## src/rtl/pipe_skid_stage.sv

```systemverilog
// Elastic pipeline stage: valid/ready handshake with a 2-entry skid buffer,
// registered in_ready, flush-to-bubble and a saturating downstream-stall counter.
module pipe_skid_stage #(
  parameter int unsigned DATA_W = 32,
  parameter int unsigned NUM_CH = 4,
  parameter int unsigned CNT_W  = 16
) (
  input  logic                     clk,
  input  logic                     reset,
  input  logic                     flush,
  input  logic                     in_valid,
  output logic                     in_ready,
  input  logic [NUM_CH*DATA_W-1:0] in_data,
  output logic                     out_valid,
  input  logic                     out_ready,
  output logic [NUM_CH*DATA_W-1:0] out_data,
  output logic [1:0]               occupancy,
  output logic [CNT_W-1:0]         stall_cnt
);

  localparam int unsigned PAYLOAD_W = NUM_CH * DATA_W;

  typedef enum logic [1:0] {
    EMPTY = 2'd0,
    ONE   = 2'd1,
    TWO   = 2'd2
  } state_t;

  state_t               state, state_nxt;
  logic [PAYLOAD_W-1:0] main_q, main_nxt;
  logic [PAYLOAD_W-1:0] skid_q, skid_nxt;
  logic                 acc, snd;

  // in_ready/out_valid are flops that always mirror the state register
  assign acc      = in_valid && in_ready;
  assign snd      = out_valid && out_ready;
  assign out_data = main_q;

  // Next-state and storage update
  always_comb begin
    state_nxt = state;
    main_nxt  = main_q;
    skid_nxt  = skid_q;
    unique case (state)
      EMPTY: begin
        if (acc) begin
          state_nxt = ONE;
          main_nxt  = in_data;
        end
      end
      ONE: begin
        if (acc && snd) begin
          main_nxt = in_data;
        end else if (acc) begin
          state_nxt = TWO;
          skid_nxt  = in_data;
        end else if (snd) begin
          state_nxt = EMPTY;
        end
      end
      TWO: begin
        if (snd) begin
          state_nxt = ONE;
          main_nxt  = skid_q;
        end
      end
      default: state_nxt = EMPTY;
    endcase
    // Flush drops everything, including a word offered this cycle, and leaves a NOP bubble
    if (flush) begin
      state_nxt = EMPTY;
      main_nxt  = '0;
      skid_nxt  = '0;
    end
  end

  // State, storage and handshake flags
  always_ff @(posedge clk) begin
    if (reset) begin
      state     <= EMPTY;
      main_q    <= '0;
      skid_q    <= '0;
      in_ready  <= 1'b1;
      out_valid <= 1'b0;
      occupancy <= 2'd0;
    end else begin
      state     <= state_nxt;
      main_q    <= main_nxt;
      skid_q    <= skid_nxt;
      in_ready  <= (state_nxt != TWO);
      out_valid <= (state_nxt != EMPTY);
      occupancy <= 2'(state_nxt);
    end
  end

  // Saturating count of cycles where downstream back-pressures a valid word
  always_ff @(posedge clk) begin
    if (reset) begin
      stall_cnt <= '0;
    end else if (out_valid && !out_ready && (stall_cnt != {CNT_W{1'b1}})) begin
      stall_cnt <= stall_cnt + CNT_W'(1);
    end
  end

endmodule

```

## config.mk

```make
export PLATFORM = sky130hd
export DESIGN_NAME = pipe_skid_stage
export DESIGN_NICKNAME = d
export VERILOG_FILES = /design/src/rtl/pipe_skid_stage.sv
export SDC_FILE = /design/constraint.sdc
export NUM_CORES = 1
export LEC_CHECK = 0
export CAP_MARGIN = 20
export CORE_MARGIN = 2
export CORE_UTILIZATION = 28
export CTS_CLUSTER_DIAMETER = 30
export DETAILED_ROUTE_END_ITERATION = 10
export DONT_BUFFER_PORTS = 1
export GPL_ROUTABILITY_DRIVEN = 0
export PLACE_DENSITY_LB_ADDON = 0.25
export SLEW_MARGIN = 40
export SYNTH_ARGS = -nofsm -noshare
export SYNTH_HDL_FRONTEND = slang
export SYNTH_SLANG_ARGS = --single-unit
```

## constraint.sdc

```tcl
create_clock -name clk -period 2.3 [get_ports clk]
set_input_delay 0.69 -clock clk [delete_from_list [all_inputs] [get_ports clk]]
set_output_delay 0.69 -clock clk [all_outputs]
set_load 0.02 [all_outputs]
```

# Word-level counts from Yosys, hierarchy flattened
# Index checks and enable logic that the tools add are counted.
[totals]
memories = 0
in_bits = 133
output_inout_bits = 148
ram_bits = 0
latch_bits = 0
regBits = 276
romBits = 0
[op_classes]
mul = 0
muxes = 11
order_cmp = 0
n_reduce_logical = 12
bitwise = 1
shift = 0
eq_ne = 7
div_mod_pow = 0
n_addsub = 1
[ops]
columns = ["operator", "n"]
rows = [
  ["two-way mux 128 bit", 3],
  ["one-hot mux 128 bit (3 select lines)", 1],
  ["adder 16 x 1 -> 16 bit, second input constant", 1],
  ["inequality test 16 bit, second input constant", 1],
  ["two-way mux 2 bit", 6],
  ["inequality test 2 bit, second input constant", 4],
  ["one-hot mux 2 bit (3 select lines)", 1],
  ["logical AND 1 bit", 5],
  ["AND reduction 4 bit", 1],
  ["AND reduction 3 bit", 1],
  ["nonzero test 3 bit", 1],
  ["equality test 2 x 1 -> 1 bit, second input constant", 1],
  ["equality test 2 bit, second input constant", 1],
  ["logical NOT 2 bit", 1],
  ["nonzero test 2 bit", 1],
  ["OR reduction 2 bit", 1],
  ["logical NOT 1 bit", 1],
  ["inverter 1 bit", 1],
]

# Depth between registers and ports, before layout
[depth]
ltp_word = 7
ltp_mapped = 6

# Worst setup path after synthesis
# OpenSTA, ideal clock, no wires.
[synth_timing]
path_kind = "input to register"
start = "in out_ready"
end = "reg stall_cnt[13]"
path_buffers = 1
t_arrival_ns = 1.725
setup_slack_ns = 0.452
stages = 5
required_time_ns = 2.177
cell_sequence = "and4b_1 -> buf_2 -> nor4b_2 -> o211ai_1 -> mux2_1"
[synth_via]
elab_chain_len = 3
[synth_rtl]
columns = ["element", "line_no", "text"]
rows = [
  ["start, declared", "15", "input logic out_ready,"],
  ["logical NOT 1 bit", "100", "end else if (out_valid && !out_ready && (stall_cnt != {CNT_W{1'b1}})) begin"],
  ["logical AND 1 bit (2 in series)", "100", ""],
  ["end signal, assigned", "101", "stall_cnt <= stall_cnt + CNT_W'(1);"],
  ["end, declared", "18", "output logic [CNT_W-1:0] stall_cnt"],
]
# No other way between the ends.
# A chain may end at the register's enable or synchronous reset.

# Worst setup path in the final report
[layout_timing]
start = "reg stall_cnt[0]"
end = "reg stall_cnt[14]"
[layout_via]
elab_chain_len = 2
elab_cells_between_ends = 3
classes_between = "add/sub: 1; eq/ne: 1; reduce/logical: 1"
[layout_rtl]
columns = ["element"]
rows = [
  ["branches (longest 2 deep; another with adder 16 x 1 -> 16 bit)"],
]
# Several ways; the timed one is not identified.

==> flow_summary.ini <==
[outcome]
status = complete, no violations

[hold_path]
hold_end = stall_cnt[14]$_SDFFE_PP0P_
hold_depth = 1
hp-class = input port to flip-flop
hp-start = reset

[synthesis]
synth_common_cells = dfxtp_1, nand2_1, nor2_1
synth-async-reset-ratio_pct = 0
synth_top_family_by_area = simple AND/OR/NAND/NOR gates
synth-edff-count = 0
synth-xor-area-share_pct = 0
synth_cell_types = 45
synth_fa_ha_area_share_pct = 0.1140
syn_inst = 1246
synth_seq_area_share_pct = 50.35
yosysTopAreaCell = dfxtp_1
post_synth_and_or_nand_nor_area_fraction_pct = 16.62
synth_area_leaders = dfxtp_1, mux2i_1, nand2_1
syn_area_um2 = 10970
synth_nets = 1380
yosys_warnings = 0
synth-compound-area-share_pct = 16.24
synth_flop_cell = dfxtp_1
ys_ff_latch = 276
netlist.area_leader.share_pct = 50.35
yosysMostFrequentCell = dfxtp_1
postSynthAreaPerCell_um2 = 8.807
synth.area.mux_share_pct = 12.36

[drt]
ant_nets = 0
wl_per_cell_um = 16.99
dr.pass1.iters = 5
drt_iter0_markers = 385
drc = 0
vias_per_cell = 4.721
via_count = 8763
drt_wl_total_mm = 31.53

[cells_and_area]
syn2layout_area_growth_pct = 31.86
fillers = 3830
drive_above_1_share_pct = 14.35
diodes = 0
utilization_pct = 37.44
fin_nets = 1409

[clock_network]
numCtsBuffers = 79
path_clk_slew_ns = 0.04
cts_hold_buf = 0
cts-root-buf = clkbuf_16
cts.sinks = 276
cts_resized = 0
htree_num_levels = 3
cts_tree = built
cts_max_path_buffers = 3
cts_setup_buffers = 0
clkLatencyLatePin_ns = 0.58

[setup_path]
critPathKind = flip-flop to flip-flop
critPathMaxFanout = 7
r2r_end = stall_cnt[14]$_SDFFE_PP0P_
cp-end-kind = flip-flop
startpoint_type = flip-flop
timing.rr.start = stall_cnt[0]$_SDFFE_PP0P_
ff2ff_path_depth = 5
reg2reg_slack_ns = 0.24
crit_required_ns = 2.79
cp.arrival_ns = 2.55

[pwr]
ir_drop_mv = 0.6561
p_per_area_nw_per_um2 = 1144
leakage_nw = 5.992

[global_route]
antenna_found_initial = 0
grt.total_usage_pct = 15.47
grt_max_degree = 54
grt_pass1_wl_mm = 49.82
grt_pass1_vias = 8636
grt_remaining_overflow = 0

[floorplanning]
rows = 72
die_h_um = 202.0
coreArea_um2 = 38650
initial_core_util_pct = 28.39
dieArea_um2 = 40790
ios = 281
die-width_um = 202.0

[timing]
slew_headroom_pct = 63.22
finalSetupViolations = 0
fin_setup_tns_ns = 0
period_share_pct = 89.57
drv_slew = 0
hold_viol = 0
rsz0062_at_grt = no
fin_skew_ns = 0.01871
fmax_ghz = 0.4854
period_needed_ns = 2.060
worst_pin_slew_ns = 0.5472

[placement]
dp_hpwl_mm = 20.80
port_buffers = 0

[flow_run]
max_cap_viol_count = 0
==> state kept, by name, summed over array words and instances (netlist names) <==
name and flops:
skid_q 128, out_valid 1, stall_cnt 16, out_data 128
in_ready 1, state 2
==> layer usage <==
metal | GRT usage (%) | routed length [um]
met1 | 18.48 | 13430
met2 | 23.70 | 14150
met3 | 6.724 | 3019
met4 | 7.642 | 922
met5 | 0 | 0
==> cell families (layout without fill, tap and decap cells) <==
kind of cell / after synthesis / in the layout
AOI/OAI and AO/OA: 282 / 282
adders and majority gates: 1 / 1
buffers and inverters: 105 / 197
and+or+nand+nor: 447 / 447
muxes: 135 / 135
DFF: 276 / 276
==> per-stage QoR <==
stage / instances / power, W / area [um^2] / hold slack, ns / setup slack [ns]
2_1_floorplan: 1246 / 0.005721 / 10970 / 0.4357 / 0.4515
3_3_place_gp: 1712 / 0.005943 / 11800 / 0.4399 / 0.3028
3_5_place_dp: 1712 / 0.005953 / 11800 / 0.4432 / 0.2587
4_1_cts: 1856 / 0.01679 / 14470 / 0.1323 / 0.2289
5_1_grt: 1856 / 0.01715 / 14470 / 0.1454 / 0.1138
6_report: 1856 / 0.01655 / 14470 / 0.1857 / 0.2399
==> cell type report <==
type                            count  area, um^2  area share, %
Sequential cell                   276        5525          38.19
Multi-Input combinational cell    865        4995          34.52
Clock buffer                      107        2232          15.43
Tap cell                          518       648.1          4.479
Timing Repair Buffer               51       620.6          4.289
Clock inverter                     37       440.4          3.044
Inverter                            2       7.507        0.05189
==> layout by cell type (no fill, tap or decap), types with 2 or more instances in the layout <==
cell        netlist  routed
o31ai_1           2       2
buf_12            0      19
or3_1             4       4
and4_1            2       2
clkbuf_1         40      13
clkinv_8          0       4
clkbuf_8          0      15
a31oi_1           2       2
nand3_1           5       5
a21oi_1         136     136
inv_6             0       3
clkinv_2          0      14
nand2_1         263     262
a211oi_1        129     129
nand2b_1          3       2
clkinvlp_4        0       8
o21ai_0           4       4
nand4_1           5       5
mux2_1            3       3
inv_1             2       2
dfxtp_1         276     276
nor3_1            5       5
nor4_2            2       2
mux2i_1         131     131
or4_1             2       2
clkbuf_16         0      79
nor2_1          139     139
bufinv_16         0       7
nor2b_1           4       4
buf_4             0      32
==> critical path: stages (launching register included) <==
cell and delay (ns):
dfxtp_1 0.54, ha_1 0.34, nand3b_1 0.27, nor4_2 0.48, a31oi_1 0.14, a211oi_1 0.21
==> worst max path at each step <==
stage	slack, ns	startpoint	end
final	0.24	stall_cnt[0]$_SDFFE_PP0P_	stall_cnt[14]$_SDFFE_PP0P_
after global routing	0.11	stall_cnt[0]$_SDFFE_PP0P_	stall_cnt[14]$_SDFFE_PP0P_
after global placement	0.30	out_ready	skid_q[92]$_SDFFE_PP0P_
after floorplan	0.45	out_ready	stall_cnt[13]$_SDFFE_PP0P_
after CTS	0.23	stall_cnt[0]$_SDFFE_PP0P_	stall_cnt[14]$_SDFFE_PP0P_
after detailed placement	0.26	out_ready	skid_q[91]$_SDFFE_PP0P_
==> where the power goes <==
part           internal [W]  switching (W)
registers           0.00494       0.000246
clock network       0.00753        0.00317
logic              0.000262       0.000411
Note: power is estimated with default switching activity, not from simulation.
